<file path="src/rtl/seq_scan_arbiter.sv">
// ----------------------------------------------------------------------------
// seq_scan_arbiter
//
// Two-client front end for a serial "1101" Mealy detector. In IDLE it picks
// a requester (round-robin on ties), captures that client's word, then shifts
// the word MSB-first through the detector for WORD_W cycles. It counts the
// matches, with saturation, and reports the count with a one-cycle done pulse.
//
// Build option:
//   SEQ_SCAN_OVERLAP_EN  defined     -> overlapping matches are counted
//                                       (D --1--> E).
//                        not defined -> non-overlapping (D --1--> A).
//                                       E is unreachable.
//
// Parameters:
//   WORD_W       width of each client's data word (>= 4)
//   CNT_W        width of the saturating match counter
//
// Ports:
//   Clock        rising-edge clock
//   Resetn       asynchronous active-low reset
//   req0/req1    client requests, held until the matching grant
//   data0/data1  client words, stable while req is high
//   gnt0/gnt1    one-cycle grant pulse (word captured)
//   busy         high from the grant cycle through the done cycle
//   z            Mealy match output for the bit being shifted this cycle
//   done         one-cycle pulse when the scan is complete
//   done_id      client that owns the result (qualified by done)
//   match_count  matches in the last scanned word; held until the next grant
// ----------------------------------------------------------------------------
//
// Controller states
//   state  | meaning
//   S_IDLE | waiting for a request; arbitration happens here
//   S_SCAN | one word bit per cycle through the detector
//   S_DONE | result cycle; requests are ignored
//
// Detector states
//   state  | meaning
//   D_A    | no useful prefix
//   D_B    | seen "1"
//   D_C    | seen "11"
//   D_D    | seen "110"
//   D_E    | just matched "1101" (reachable only in the overlap build)

module seq_scan_arbiter #(
    parameter int WORD_W = 8,
    parameter int CNT_W  = 4
) (
    input  logic              Clock,
    input  logic              Resetn,
    input  logic              req0,
    input  logic              req1,
    input  logic [WORD_W-1:0] data0,
    input  logic [WORD_W-1:0] data1,
    output logic              gnt0,
    output logic              gnt1,
    output logic              busy,
    output logic              z,
    output logic              done,
    output logic              done_id,
    output logic [CNT_W-1:0]  match_count
);

    localparam int IDX_W = $clog2(WORD_W);
    localparam logic [IDX_W-1:0] LAST_IDX = IDX_W'(WORD_W - 1);
    localparam logic [CNT_W-1:0] CNT_MAX  = {CNT_W{1'b1}};

    typedef enum logic [1:0] {
        S_IDLE,
        S_SCAN,
        S_DONE
    } ctl_t;

    typedef enum logic [2:0] {
        D_A,
        D_B,
        D_C,
        D_D,
        D_E
    } det_t;

    ctl_t              ctl_q, ctl_d;
    det_t              det_q, det_d, det_nxt;
    logic [WORD_W-1:0] sreg_q, sreg_d;
    logic [IDX_W-1:0]  idx_q, idx_d;
    logic [CNT_W-1:0]  cnt_q, cnt_d;
    logic              last_q, last_d;    // client granted most recently
    logic              owner_q, owner_d;  // client whose word is in flight

    logic w;
    logic z_det;
    logic win;

    assign w = sreg_q[WORD_W-1];

    // Detector transition for the bit currently at the MSB of the shift register.
    always_comb begin
        det_nxt = D_A;
        z_det   = 1'b0;
        case (det_q)
            D_A: det_nxt = w ? D_B : D_A;
            D_B: det_nxt = w ? D_C : D_A;
            D_C: det_nxt = w ? D_C : D_D;
            D_D: begin
                z_det = w;
`ifdef SEQ_SCAN_OVERLAP_EN
                det_nxt = w ? D_E : D_A;
`else
                det_nxt = D_A;
`endif
            end
            D_E:     det_nxt = w ? D_C : D_A;
            default: det_nxt = D_A;
        endcase
    end

    // On a tie the client that was not granted last wins. A single request
    // wins regardless of the pointer.
    always_comb begin
        if (req0 && req1) begin
            win = ~last_q;
        end else begin
            win = req1;
        end
    end

    always_comb begin
        ctl_d   = ctl_q;
        det_d   = det_q;
        sreg_d  = sreg_q;
        idx_d   = idx_q;
        cnt_d   = cnt_q;
        last_d  = last_q;
        owner_d = owner_q;
        case (ctl_q)
            S_IDLE: begin
                if (req0 || req1) begin
                    ctl_d   = S_SCAN;
                    owner_d = win;
                    last_d  = win;
                    sreg_d  = win ? data1 : data0;
                    idx_d   = '0;
                    cnt_d   = '0;
                    det_d   = D_A;
                end
            end
            S_SCAN: begin
                det_d  = det_nxt;
                sreg_d = {sreg_q[WORD_W-2:0], 1'b0};
                idx_d  = idx_q + IDX_W'(1);
                if (z_det && (cnt_q != CNT_MAX)) begin
                    cnt_d = cnt_q + CNT_W'(1);
                end
                if (idx_q == LAST_IDX) begin
                    ctl_d = S_DONE;
                end
            end
            S_DONE: begin
                ctl_d = S_IDLE;
            end
            default: begin
                ctl_d = S_IDLE;
            end
        endcase
    end

    always_ff @(posedge Clock or negedge Resetn) begin
        if (!Resetn) begin
            ctl_q   <= S_IDLE;
            det_q   <= D_A;
            sreg_q  <= '0;
            idx_q   <= '0;
            cnt_q   <= '0;
            last_q  <= 1'b1;
            owner_q <= 1'b0;
        end else begin
            ctl_q   <= ctl_d;
            det_q   <= det_d;
            sreg_q  <= sreg_d;
            idx_q   <= idx_d;
            cnt_q   <= cnt_d;
            last_q  <= last_d;
            owner_q <= owner_d;
        end
    end

    // The grant pulse is the first scan cycle. It is decoded from registered
    // state, so it is glitch-free and lines up with the MSB being presented.
    assign gnt0        = (ctl_q == S_SCAN) && (idx_q == '0) && !owner_q;
    assign gnt1        = (ctl_q == S_SCAN) && (idx_q == '0) && owner_q;
    assign busy        = (ctl_q != S_IDLE);
    assign z           = (ctl_q == S_SCAN) && z_det;
    assign done        = (ctl_q == S_DONE);
    assign done_id     = (ctl_q == S_DONE) && owner_q;
    assign match_count = cnt_q;

endmodule

</file>
<file path="config.mk">
export PLATFORM = sky130hd
export DESIGN_NAME = seq_scan_arbiter
export DESIGN_NICKNAME = d
export VERILOG_FILES = /design/src/rtl/seq_scan_arbiter.sv
export SDC_FILE = /design/constraint.sdc
export NUM_CORES = 1
export LEC_CHECK = 0
export CAP_MARGIN = 10
export CORE_MARGIN = 4
export CORE_UTILIZATION = 45
export CTS_BUF_LIST = sky130_fd_sc_hd__clkbuf_2
export DETAILED_ROUTE_END_ITERATION = 10
export DONT_BUFFER_PORTS = 1
export GPL_TIMING_DRIVEN = 1
export PLACE_DENSITY = 0.68
export SLEW_MARGIN = 20
export SYNTH_ARGS = -nofsm -noshare
export SYNTH_HDL_FRONTEND = slang
export SYNTH_SLANG_ARGS = --single-unit
</file>
<file path="constraint.sdc">
create_clock -name Clock -period 1 [get_ports Clock]
set_input_delay 0.05 -clock Clock [delete_from_list [all_inputs] [get_ports Clock]]
set_output_delay 0.05 -clock Clock [all_outputs]
set_load 0.005 [all_outputs]
</file>
==> impl_metrics.py <==
metrics = {
    "global_routing": {
        "grtUsageTotal": 0.234,
        "grt_pass1_vias": 1204,
        "overflow": 0,
        "grt_max_degree": 22,
        "antenna_found_initial": 0,
        "grt_pass1_wl_um": 5920,
    },
    "worst_setup_path": {
        "cp.depth": 3,
        "cpPeakStageDelay_ns": 0.51,
        "end_kind": "primary output",
        "criticalPathCategory": "reg2out",
        "cp-endpoint": "z",
        "r2r_cells": 6,
        "rr_startpoint": "ctl_q[0]",
        "r2r_slack_ns": -0.45,
        "cp.required_ns": 0.95,
        "crit_chain": "and4b_2 -> and2_4 -> buf_6",
        "arrival_ns": 1.41,
        "path_buf_inv": 1,
        "startpoint": "ctl_q[1]",
        "cp_top_family": "flip-flops",
        "cp-start-kind": "flip-flop",
        "r2r-end": "sreg_q[3]",
        "crit_path_max_fanout": 6,
        "slowest_stage": "dfrtp_2",
    },
    "clock_tree": {
        "cts_sinks": 21,
        "path_clk_slew_ns": 0.22,
        "holdBufCountCts": 19,
        "cts_buffers": 3,
        "cts-htree-levels": 1,
        "root_buffer": "clkbuf_2",
        "clockBufferDepth": 2,
        "cts_tree": "yes",
        "insertion_delay_ns": 0.34,
    },
    "routing": {
        "antenna_left": 0,
        "wl_um": 4030,
        "wl_per_cell_um": 20.4,
        "drt_iter0_drc": 41,
        "vias": 1181,
        "drc_errors": 0,
        "avgViaCountPerCell": 5.99,
        "drtPass1Iterations": 4,
    },
    "logic_synthesis": {
        "avgSynthCellArea_um2": 10.2,
        "ys_seq_elements": 21,
        "async_flop_share": 1.00,
        "syn-cell-area_um2": 1130,
        "ys_types": 36,
        "synth_common_cells": "dfrtp_1 (20), o21ai_0 (13), nand2_1 (11)",
        "syn_nets": 135,
        "synth_edf_count": 0,
        "synth_top_area_frac": 0.444,
        "synth_ff_type": "dfrtp_1",
        "synth.most_common_cell": "dfrtp_1",
        "seq_area_frac_synth": 0.467,
        "yosysWarnings": 0,
        "ys_top_cells_by_area": "dfrtp_1 (44%), mux2i_1 (8.9%), o21ai_0 (5.8%)",
        "yosys.area.top_type": "dfrtp_1",
        "syn_inst": 111,
    },
    "layout": {
        "regArea_um2": 531,
        "drive_above_1_share": 0.462,
        "multi_input_area_um2": 757,
        "post-route-util": 0.834,
        "diodes": 0,
        "layout.cells.non_filler": 197,
        "area_growth_pct": 69.9,
        "fill_cells": 114,
        "nNetsFinal": 194,
    },
    "status": {
        "status": "finished with violations",
        "failed_checks": "hold timing, setup timing",
    },
    "sta": {
        "min_period_ns": 1.46,
        "fin_skew_ns": 0.0210,
        "layout_setup_ws_ns": -0.459,
        "rsz0062_at_grt": "yes",
        "tightest_slew_ns": 0.974,
        "setup_violations": 28,
        "relSlewSlack": 0.351,
        "slew_violations": 0,
        "whs_ns": -0.106,
        "fin_crit_sh": 1.46,
        "finalHoldViolCount": 20,
        "fmax_ghz": 0.685,
    },
    "pwr": {
        "p_leak_uw": 0.000849,
        "max-vdd-ir-drop_v": 0.00215,
        "powerDensity_nw_per_um2": 2490,
    },
    "floorplan": {
        "die_width_um": 58.1,
        "row_count": 17,
        "ios": 30,
        "core_um2": 2300,
        "dieArea_um2": 3370,
        "initial_core_util": 0.491,
        "die_h_um": 58.1,
    },
    "placement": {
        "port_buffers": 0,
        "gp_congestion": 0.781,
        "dpl.hpwl_um": 2010,
        "dp_slack_ns": -0.451,
        "place_inst": 153,
    },
    "flow_run": {
        "cap_violations": 0,
    },
    "worst_hold_path": {
        "hold_class": "in2async",
    },
}
[worst min-delay path by stage]
stage,endpoint,slack (ns),depth (start not counted)
6_report,sreg_q[5],-0.11,1
3_5_place_dp,det_q[0],-0.24,0
5_1_grt,sreg_q[5],-0.06,1
4_1_cts,owner_q,-0.001,2
3_3_place_gp,sreg_q[5],-0.24,0
2_1_floorplan,ctl_q[0],-0.25,0
[power breakdown]
part           switching (µW)  internal (µW)
Sequential                356           1180
Clock                     276           90.6
Combinational            1330           1540
Total                    1960           2810
[placed cells by master, fill, tap and decap left out, types with 2 or more instances in the layout]
master	count
inv_1	3
nand2_1	11
ha_4	3
o31ai_2	2
nor2b_4	2
o21ai_0	2
dlygate4sd3_1	18
o21ai_4	2
dfrtp_1	17
mux2i_1	10
dfrtp_2	3
inv_4	2
a21oi_2	2
o211ai_1	6
o21ai_1	8
nor2_1	2
buf_4	17
nor2_4	2
and2_4	3
o21ai_2	3
buf_6	20
o221ai_1	2
clkbuf_2	3
[layout make-up]
type,count,area share
Clock buffer,3,0.00784
Sequential cell,21,0.277
Inverter,6,0.0144
Multi-Input combinational cell,82,0.395
Clock inverter,1,0.00261
Timing Repair Buffer,56,0.285
Tap cell,28,0.0183
[worst register-to-register path, cell delays in order, from the launching register on]
cell	delay, ns
dfrtp_2	0.53
buf_6	0.16
buf_6	0.11
nor3_4	0.20
buf_6	0.16
o21ai_1	0.08
o211ai_1	0.11
[per-stage QoR]
| step | cell area [µm²] | power (µW) | TNS [ns] |
|---|---|---|---|
| finish | 1920 | 4770 | -9.85 |
| global route | 1920 | 5040 | -11.81 |
| CTS | 1790 | 4200 | -8.85 |
| detailed placement | 1320 | 2940 | -5.49 |
| global placement | 1320 | 2840 | -4.67 |
| floorplan | 1180 | 2380 | -1.01 |
[sequential cells by signal, summed over array words and instances, names as in the netlist]
name	count
ctl_q	2
owner_q	1
match_count	4
idx_q	3
sreg_q	8
last_q	1
det_q	2
[cells by family (layout without fill, tap and decap cells)]
kind of cell,after synthesis,after routing,share of synthesized area
AOI/OAI and AO/OA,32,33,0.185
xor gates and xnor gates,1,1,0.00777
adders and majority gates,4,4,0.0444
buffers and inverters,9,66,0.0388
DFF,21,21,0.467
muxes,10,10,0.0888
and+or+nand+nor,34,34,0.168
[metal layers]
layer  track usage  routed length, µm
met3        0.0557                236
met1         0.294               1650
met5             0                  0
met2         0.403               2040
met4        0.0563                102
[repair_timing]
item	CTS	global route
pin swaps	12	6
cloned	1	0
setup buffers	15	8
hold endpoints to repair	33	21
resized for setup	40	28
setup endpoints to repair	28	40
(Power assumes the default switching activity.)
